## src/rtl/game_pkg.sv

```systemverilog
// Shared game constants: line positions, player size, controller states and contact helper.
package game_pkg;

  localparam int LINE_Y0  = 120;
  localparam int LINE_Y1  = 240;
  localparam int LINE_Y2  = 360;
  localparam int PLAYER_H = 60;

  // Height at which the player's feet touch a line when falling down.
  localparam int STAND_Y1 = LINE_Y1 - PLAYER_H;
  localparam int STAND_Y2 = LINE_Y2 - PLAYER_H;

  typedef enum logic [1:0] {GND, AIR, DEAD} state_t;

  // Falling down the player rests on top of a line; falling up its head hits the line.
  function automatic logic on_ground(input logic grav, input logic [8:0] h,
                                     input logic [2:0] lines);
    if (grav)
      return ((h == 9'(LINE_Y0)) && lines[0]) || ((h == 9'(LINE_Y1)) && lines[1]);
    else
      return ((h == 9'(STAND_Y1)) && lines[1]) || ((h == 9'(STAND_Y2)) && lines[2]);
  endfunction

endpackage

```

## src/rtl/btn_debounce.sv

```systemverilog
// Two-flop synchroniser plus down-counter debouncer; emits the committed level and a rise pulse.
module btn_debounce #(
  parameter int DEB_CYCLES = 250000
) (
  input  logic clk,
  input  logic rst,
  input  logic btn,
  output logic level,
  output logic rise
);

  localparam int CW = $clog2(DEB_CYCLES + 1);
  localparam logic [CW-1:0] RELOAD = CW'(DEB_CYCLES - 1);

  logic          sync1, sync2;
  logic [CW-1:0] cnt;

  always_ff @(posedge clk) begin
    if (rst) begin
      sync1 <= 1'b0;
      sync2 <= 1'b0;
      level <= 1'b0;
      rise  <= 1'b0;
      cnt   <= RELOAD;
    end else begin
      sync1 <= btn;
      sync2 <= sync1;
      rise  <= 1'b0;
      // Any sample that agrees with the committed level restarts the stability window.
      if (sync2 == level) begin
        cnt <= RELOAD;
      end else if (cnt == '0) begin
        level <= sync2;
        rise  <= sync2;
        cnt   <= RELOAD;
      end else begin
        cnt <= cnt - 1'b1;
      end
    end
  end

endmodule

```

## src/rtl/gravity_ctrl.sv

```systemverilog
// Player gravity controller: flip acceptance, landing/death detection, flip counter.
// Optional FLIP_BUFFER_EN macro buffers one flip pressed mid-air until the next landing.
//
//  state | meaning
//  GND   | standing on a line, flips accepted
//  AIR   | moving between lines
//  DEAD  | left the screen, frozen until restart
module gravity_ctrl
  import game_pkg::*;
#(
  parameter int DEB_CYCLES  = 250000,
  parameter int H_BOT_DEATH = 420,
  parameter int H_TOP_DEATH = 0,
  parameter int CNT_W       = 8
) (
  input  logic             clk,
  input  logic             rst,
  input  logic             flip_btn,
  input  logic             restart,
  input  logic [8:0]       height,
  input  logic [2:0]       lines,
  output logic             grav_dir,
  output logic             is_dead,
  output logic             grounded,
  output logic [CNT_W-1:0] flip_count
);

  state_t           state, state_nxt;
  logic             grav_nxt;
  logic [CNT_W-1:0] cnt_nxt, cnt_inc;
  logic             flip_req, btn_level, death, take_buf;

  btn_debounce #(.DEB_CYCLES(DEB_CYCLES)) u_deb (
    .clk   (clk),
    .rst   (rst),
    .btn   (flip_btn),
    .level (btn_level),
    .rise  (flip_req)
  );

  assign grounded = on_ground(grav_dir, height, lines);
  assign death    = grav_dir ? (32'(height) <= 32'(H_TOP_DEATH))
                             : (32'(height) >= 32'(H_BOT_DEATH));
  assign cnt_inc  = (flip_count == '1) ? flip_count : flip_count + 1'b1;

`ifdef FLIP_BUFFER_EN
  logic pending;

  // A request arriving on the landing cycle itself is honoured the same as a buffered one.
  assign take_buf = pending | flip_req;

  always_ff @(posedge clk) begin
    if (rst || restart)
      pending <= 1'b0;
    else if (state == AIR)
      pending <= (death || grounded) ? 1'b0 : (pending | flip_req);
  end
`else
  assign take_buf = 1'b0;
`endif

  always_comb begin
    state_nxt = state;
    grav_nxt  = grav_dir;
    cnt_nxt   = flip_count;
    if (restart) begin
      state_nxt = AIR;
      grav_nxt  = 1'b0;
      cnt_nxt   = '0;
    end else begin
      case (state)
        AIR: begin
          if (death) begin
            state_nxt = DEAD;
          end else if (grounded) begin
            if (take_buf) begin
              grav_nxt = ~grav_dir;
              cnt_nxt  = cnt_inc;
            end else begin
              state_nxt = GND;
            end
          end
        end
        GND: begin
          if (death) begin
            state_nxt = DEAD;
          end else if (flip_req) begin
            grav_nxt  = ~grav_dir;
            cnt_nxt   = cnt_inc;
            state_nxt = AIR;
          end else if (!grounded) begin
            state_nxt = AIR;
          end
        end
        default: ;
      endcase
    end
  end

  always_ff @(posedge clk) begin
    if (rst) begin
      state      <= AIR;
      grav_dir   <= 1'b0;
      flip_count <= '0;
      is_dead    <= 1'b0;
    end else begin
      state      <= state_nxt;
      grav_dir   <= grav_nxt;
      flip_count <= cnt_nxt;
      is_dead    <= (state_nxt == DEAD);
    end
  end

endmodule

```

## config.mk

```make
export PLATFORM = sky130hd
export DESIGN_NAME = gravity_ctrl
export DESIGN_NICKNAME = d
export VERILOG_FILES = /design/src/rtl/game_pkg.sv /design/src/rtl/btn_debounce.sv /design/src/rtl/gravity_ctrl.sv
export SDC_FILE = /design/constraint.sdc
export NUM_CORES = 1
export LEC_CHECK = 0
export BUFFER_PORTS_ARGS = -buffer_cell sky130_fd_sc_hd__buf_2
export CAP_MARGIN = 20
export CORE_ASPECT_RATIO = 1.1
export CORE_MARGIN = 2
export CORE_UTILIZATION = 45
export CTS_BUF_LIST = sky130_fd_sc_hd__clkbuf_4 sky130_fd_sc_hd__clkbuf_8
export DETAILED_ROUTE_END_ITERATION = 10
export PLACE_DENSITY_LB_ADDON = 0.2
export SYNTH_ARGS = -nofsm -noshare
export SYNTH_HDL_FRONTEND = slang
export SYNTH_SLANG_ARGS = --single-unit
```

## constraint.sdc

```tcl
create_clock -name clk -period 3.3 [get_ports clk]
set_input_delay 0.33 -clock clk [delete_from_list [all_inputs] [get_ports clk]]
set_output_delay 0.33 -clock clk [all_outputs]
set_load 0.05 [all_outputs]
```

==> impl_metrics.xml <==
<?xml version="1.0" encoding="UTF-8"?>
<metrics>
  <group name="run_status">
    <metric name="run_status" unit="">complete, no violations</metric>
  </group>
  <group name="routing">
    <metric name="routed_wire_length_per_instance" unit="um">13.3</metric>
    <metric name="routed_via_count" unit="">1528</metric>
    <metric name="drc" unit="">0</metric>
    <metric name="detail_route.wirelength" unit="mm">3.54</metric>
    <metric name="drt_first_iter_violations" unit="">87</metric>
    <metric name="final_antenna_net_count" unit="">0</metric>
    <metric name="avgViaCountPerCell" unit="">5.72</metric>
    <metric name="drt_pass1_iterations" unit="">4</metric>
  </group>
  <group name="cells_and_area">
    <metric name="final_layout_size_suffix_gt1_share" unit="%">19.4</metric>
    <metric name="growth_of_design_area_from_synthesis_to_finish" unit="%">15.4</metric>
    <metric name="finish.cell_count_without_fillers" unit="">267</metric>
    <metric name="diodes" unit="">0</metric>
    <metric name="finalCoreUtilization" unit="%">53.5</metric>
    <metric name="num-nets-final" unit="">234</metric>
    <metric name="fillers" unit="">346</metric>
  </group>
  <group name="critical_path">
    <metric name="setup.worst_path.class" unit="">reg -&gt; reg</metric>
    <metric name="timing_startpoint_of_the_critical_path" unit="">u_deb.cnt[0]</metric>
    <metric name="cp-start-kind" unit="">flop</metric>
    <metric name="end_kind" unit="">flop</metric>
    <metric name="worstPathRequired" unit="ns">3.45</metric>
    <metric name="critical_path_arrival" unit="ns">2.51</metric>
    <metric name="critical-path-slowest-cell" unit="">or4_4</metric>
    <metric name="critical_path_max_stage_delay" unit="ns">0.61</metric>
    <metric name="path_cells" unit="">inv_1 &gt; ha_1 &gt; or4b_1 &gt; or4_4 &gt; o31ai_4 &gt; nor2_1</metric>
    <metric name="r2r_start" unit="">u_deb.cnt[0]</metric>
    <metric name="path_max_fanout" unit="">8</metric>
  </group>
  <group name="clocking">
    <metric name="clock_insertion_delay_worst_skew" unit="ns">0.28</metric>
    <metric name="cts_root_buf" unit="">clkbuf_8</metric>
    <metric name="cts_setup_buffers" unit="">0</metric>
    <metric name="clock_tree_from_tritoncts" unit="">built</metric>
    <metric name="post_cts_hold_buffer_count" unit="">0</metric>
    <metric name="max-clock-path-buffers" unit="">2</metric>
    <metric name="cts_resized" unit="">0</metric>
    <metric name="clkSlewWorstSetupHoldPaths" unit="ns">0.06</metric>
    <metric name="htree_levels" unit="">2</metric>
    <metric name="tritoncts.num_buffers" unit="">5</metric>
    <metric name="cts_num_sinks" unit="">34</metric>
  </group>
  <group name="synth">
    <metric name="synth_seq_cells" unit="">34</metric>
    <metric name="synth_top_cells_by_area" unit="">dfxtp_1 41%, a21oi_1 3.9%, nand2_1 3.6%, o31ai_1 3.6%, nor2_1 3.4%</metric>
    <metric name="synth_seq_area_share" unit="%">40.8</metric>
    <metric name="yosys.cell_count.top_type" unit="">dfxtp_1</metric>
    <metric name="yosys-top-cells-count" unit="">34 x dfxtp_1, 16 x nand2_1, 15 x nor2_1, 13 x a21oi_1, 8 x o31ai_1</metric>
    <metric name="synth_top_flop_cell" unit="">dfxtp_1</metric>
    <metric name="post_synth_inst_count" unit="">189</metric>
    <metric name="async_reset_ff_share" unit="%">0</metric>
    <metric name="number_of_library_cell_types_mapped_by_synthesis" unit="">50</metric>
    <metric name="yosysWarningCount" unit="">0</metric>
    <metric name="yosysTopAreaCell" unit="">dfxtp_1</metric>
    <metric name="syn-mean-instance-area" unit="um^2">8.83</metric>
    <metric name="synth_enable_flop_cells" unit="">0</metric>
    <metric name="syn-cell-area" unit="um^2">1670</metric>
    <metric name="yosysTopAreaCellShare" unit="%">40.8</metric>
    <metric name="synthesized_netlist_net_count" unit="">207</metric>
  </group>
  <group name="sta">
    <metric name="final_max_slew_viol_count" unit="">0</metric>
    <metric name="fin_setup_tns" unit="ns">0</metric>
    <metric name="count_of_final_hold_check_violations" unit="">0</metric>
    <metric name="fmax" unit="MHz">424</metric>
    <metric name="time_the_worst_path_needs_with_i_o_delays_and_setup" unit="ns">2.36</metric>
    <metric name="slew_headroom" unit="%">33.3</metric>
    <metric name="grt_setup_unrepaired" unit="">no</metric>
    <metric name="final_clock_skew" unit="ns">0.00668</metric>
    <metric name="layout_worst_path_cycle_share" unit="%">71.5</metric>
    <metric name="postLayoutSetupSlackWorst" unit="ns">0.942</metric>
    <metric name="setup_violations" unit="">0</metric>
    <metric name="timing_worst_slew_pin_value" unit="ns">0.992</metric>
  </group>
  <group name="placement">
    <metric name="worst_slack_placed" unit="ns">0.918</metric>
    <metric name="final_hpwl_dp" unit="mm">2.72</metric>
    <metric name="gp_congestion" unit="">0.847</metric>
    <metric name="place.port_buffers" unit="">26</metric>
    <metric name="numPlacedInstances" unit="">259</metric>
  </group>
  <group name="global_route">
    <metric name="grt_first_pass_wirelength" unit="mm">5.60</metric>
    <metric name="grtUsageTotal" unit="%">18.1</metric>
    <metric name="globalRoute.totalOverflow" unit="">0</metric>
    <metric name="via_count_of_the_first_global_routing_pass" unit="">1382</metric>
    <metric name="largest_net_degree_at_the_start_of_global_routing" unit="">11</metric>
    <metric name="antenna_found_initial" unit="">0</metric>
  </group>
  <group name="pwr">
    <metric name="share_clk_of_total_power" unit="%">41.3</metric>
    <metric name="comb_power_share" unit="%">4.6</metric>
    <metric name="power.ir.vdd_worst" unit="uV">211</metric>
    <metric name="internal_power" unit="mW">0.604</metric>
    <metric name="total_switching_power" unit="mW">0.163</metric>
    <metric name="power.density" unit="nW/um^2">398</metric>
    <metric name="sw_frac_of_total" unit="%">21.2</metric>
    <metric name="p_leak" unit="nW">0.727</metric>
    <metric name="pwr-share-seq" unit="%">54.1</metric>
  </group>
  <group name="hold_path">
    <metric name="hp-start" unit="">flip_btn</metric>
    <metric name="holdCritPathClass" unit="">in -&gt; reg</metric>
  </group>
  <group name="run">
    <metric name="drv_cap" unit="">0</metric>
  </group>
  <group name="floorplanning">
    <metric name="die_w" unit="um">62.1</metric>
    <metric name="core-area" unit="um^2">3600</metric>
    <metric name="ioPinCount" unit="">27</metric>
    <metric name="placementRows" unit="">23</metric>
    <metric name="fp.dieArea" unit="um^2">4210</metric>
    <metric name="floorplan.die.height" unit="um">67.9</metric>
    <metric name="initial_utilization" unit="%">46.4</metric>
  </group>
</metrics>
-- sequential cells by signal (all words and copies together) (netlist names) --
name         cells
flip_count       8
grav_dir         1
u_deb.level      1
u_deb.rise       1
is_dead          1
u_deb.cnt       18
u_deb.sync2      1
u_deb.sync1      1
state            2
-- layout make-up --
cell class	instances	area [um^2]	share of cell area [%]
well taps	50	62.6	3.25
clock buffers	7	90.1	4.68
repair buffers	26	130	6.76
flip-flops and latches	34	681	35.3
multi-input cells	146	946	49.1
inverters	3	11.3	0.585
clock inverters	1	5.00	0.260
-- power groups by stage --
stage	registers, mW	clock network (mW)	logic (mW)
after floorplan	0.425	0	0.0166
after global placement	0.424	0	0.0339
after global routing	0.414	0.353	0.0389
after detailed placement	0.424	0	0.0353
final	0.415	0.317	0.0354
after CTS	0.414	0.330	0.0352
-- path summary, 6_finish.rpt --
check                                     to  slack (ns)  cells after the start
worst max-delay path            u_deb.cnt[6]        0.94                      6
worst min-delay path             u_deb.sync1        0.28                      2
worst max register to register  u_deb.cnt[6]        0.94                      6
worst min register to register  u_deb.cnt[0]        0.42                      1
-- worst max-delay path, delay by kind of cell (launching register included) --
family	cells	cell delay [ns]
simple gates	3	1.29
fa+ha+maj	1	0.19
flops	1	0.33
compound gates	1	0.37
buf+inv	1	0.06
-- stage by stage --
stage / total power [mW] / instance area, um^2 / hold slack, ns
5_1_grt: 0.806 / 1930 / 0.269
3_5_place_dp: 0.459 / 1830 / 0.403
3_3_place_gp: 0.458 / 1830 / 0.390
6_report: 0.767 / 1930 / 0.278
4_1_cts: 0.780 / 1930 / 0.271
2_1_floorplan: 0.441 / 1670 / 0.384
-- logic make-up after synthesis --
| group | count (synthesis) | share of synthesized area [%] |
|---|---|---|
| and+or+nand+nor | 89 | 31.1 |
| AOI/OAI and AO/OA | 45 | 18.7 |
| DFF | 34 | 40.8 |
| buffers and inverters | 9 | 2.55 |
| xor gates and xnor gates | 8 | 4.20 |
| muxes | 2 | 1.20 |
| adders and majority gates | 2 | 1.50 |
-- per-layer routing --
metal  vias up  wire length (um)  GRT usage, %
met3         4               157          6.24
met4         0                43          8.78
met2        32              1870          31.9
met1       717              1470          18.5
li1        775                 -             -
met5         -                 0             0
-- layout by cell type, fill, tap and decap left out, types with 3 or more instances in the layout --
cell type | synthesis | layout
a21oi_1 | 13 | 13
a31oi_1 | 4 | 4
and3_1 | 3 | 3
and3b_1 | 3 | 3
and4_1 | 4 | 4
buf_2 | 0 | 26
clkbuf_8 | 0 | 6
dfxtp_1 | 34 | 34
inv_1 | 3 | 3
nand2_1 | 16 | 16
nand3_1 | 6 | 6
nor2_1 | 15 | 15
nor2b_1 | 3 | 3
nor3_1 | 5 | 5
nor4_1 | 7 | 7
o21ai_0 | 7 | 7
o31ai_1 | 8 | 8
or3_1 | 6 | 6
or4_1 | 6 | 6
xnor2_1 | 6 | 6
Power figures use the tool's default switching activity.
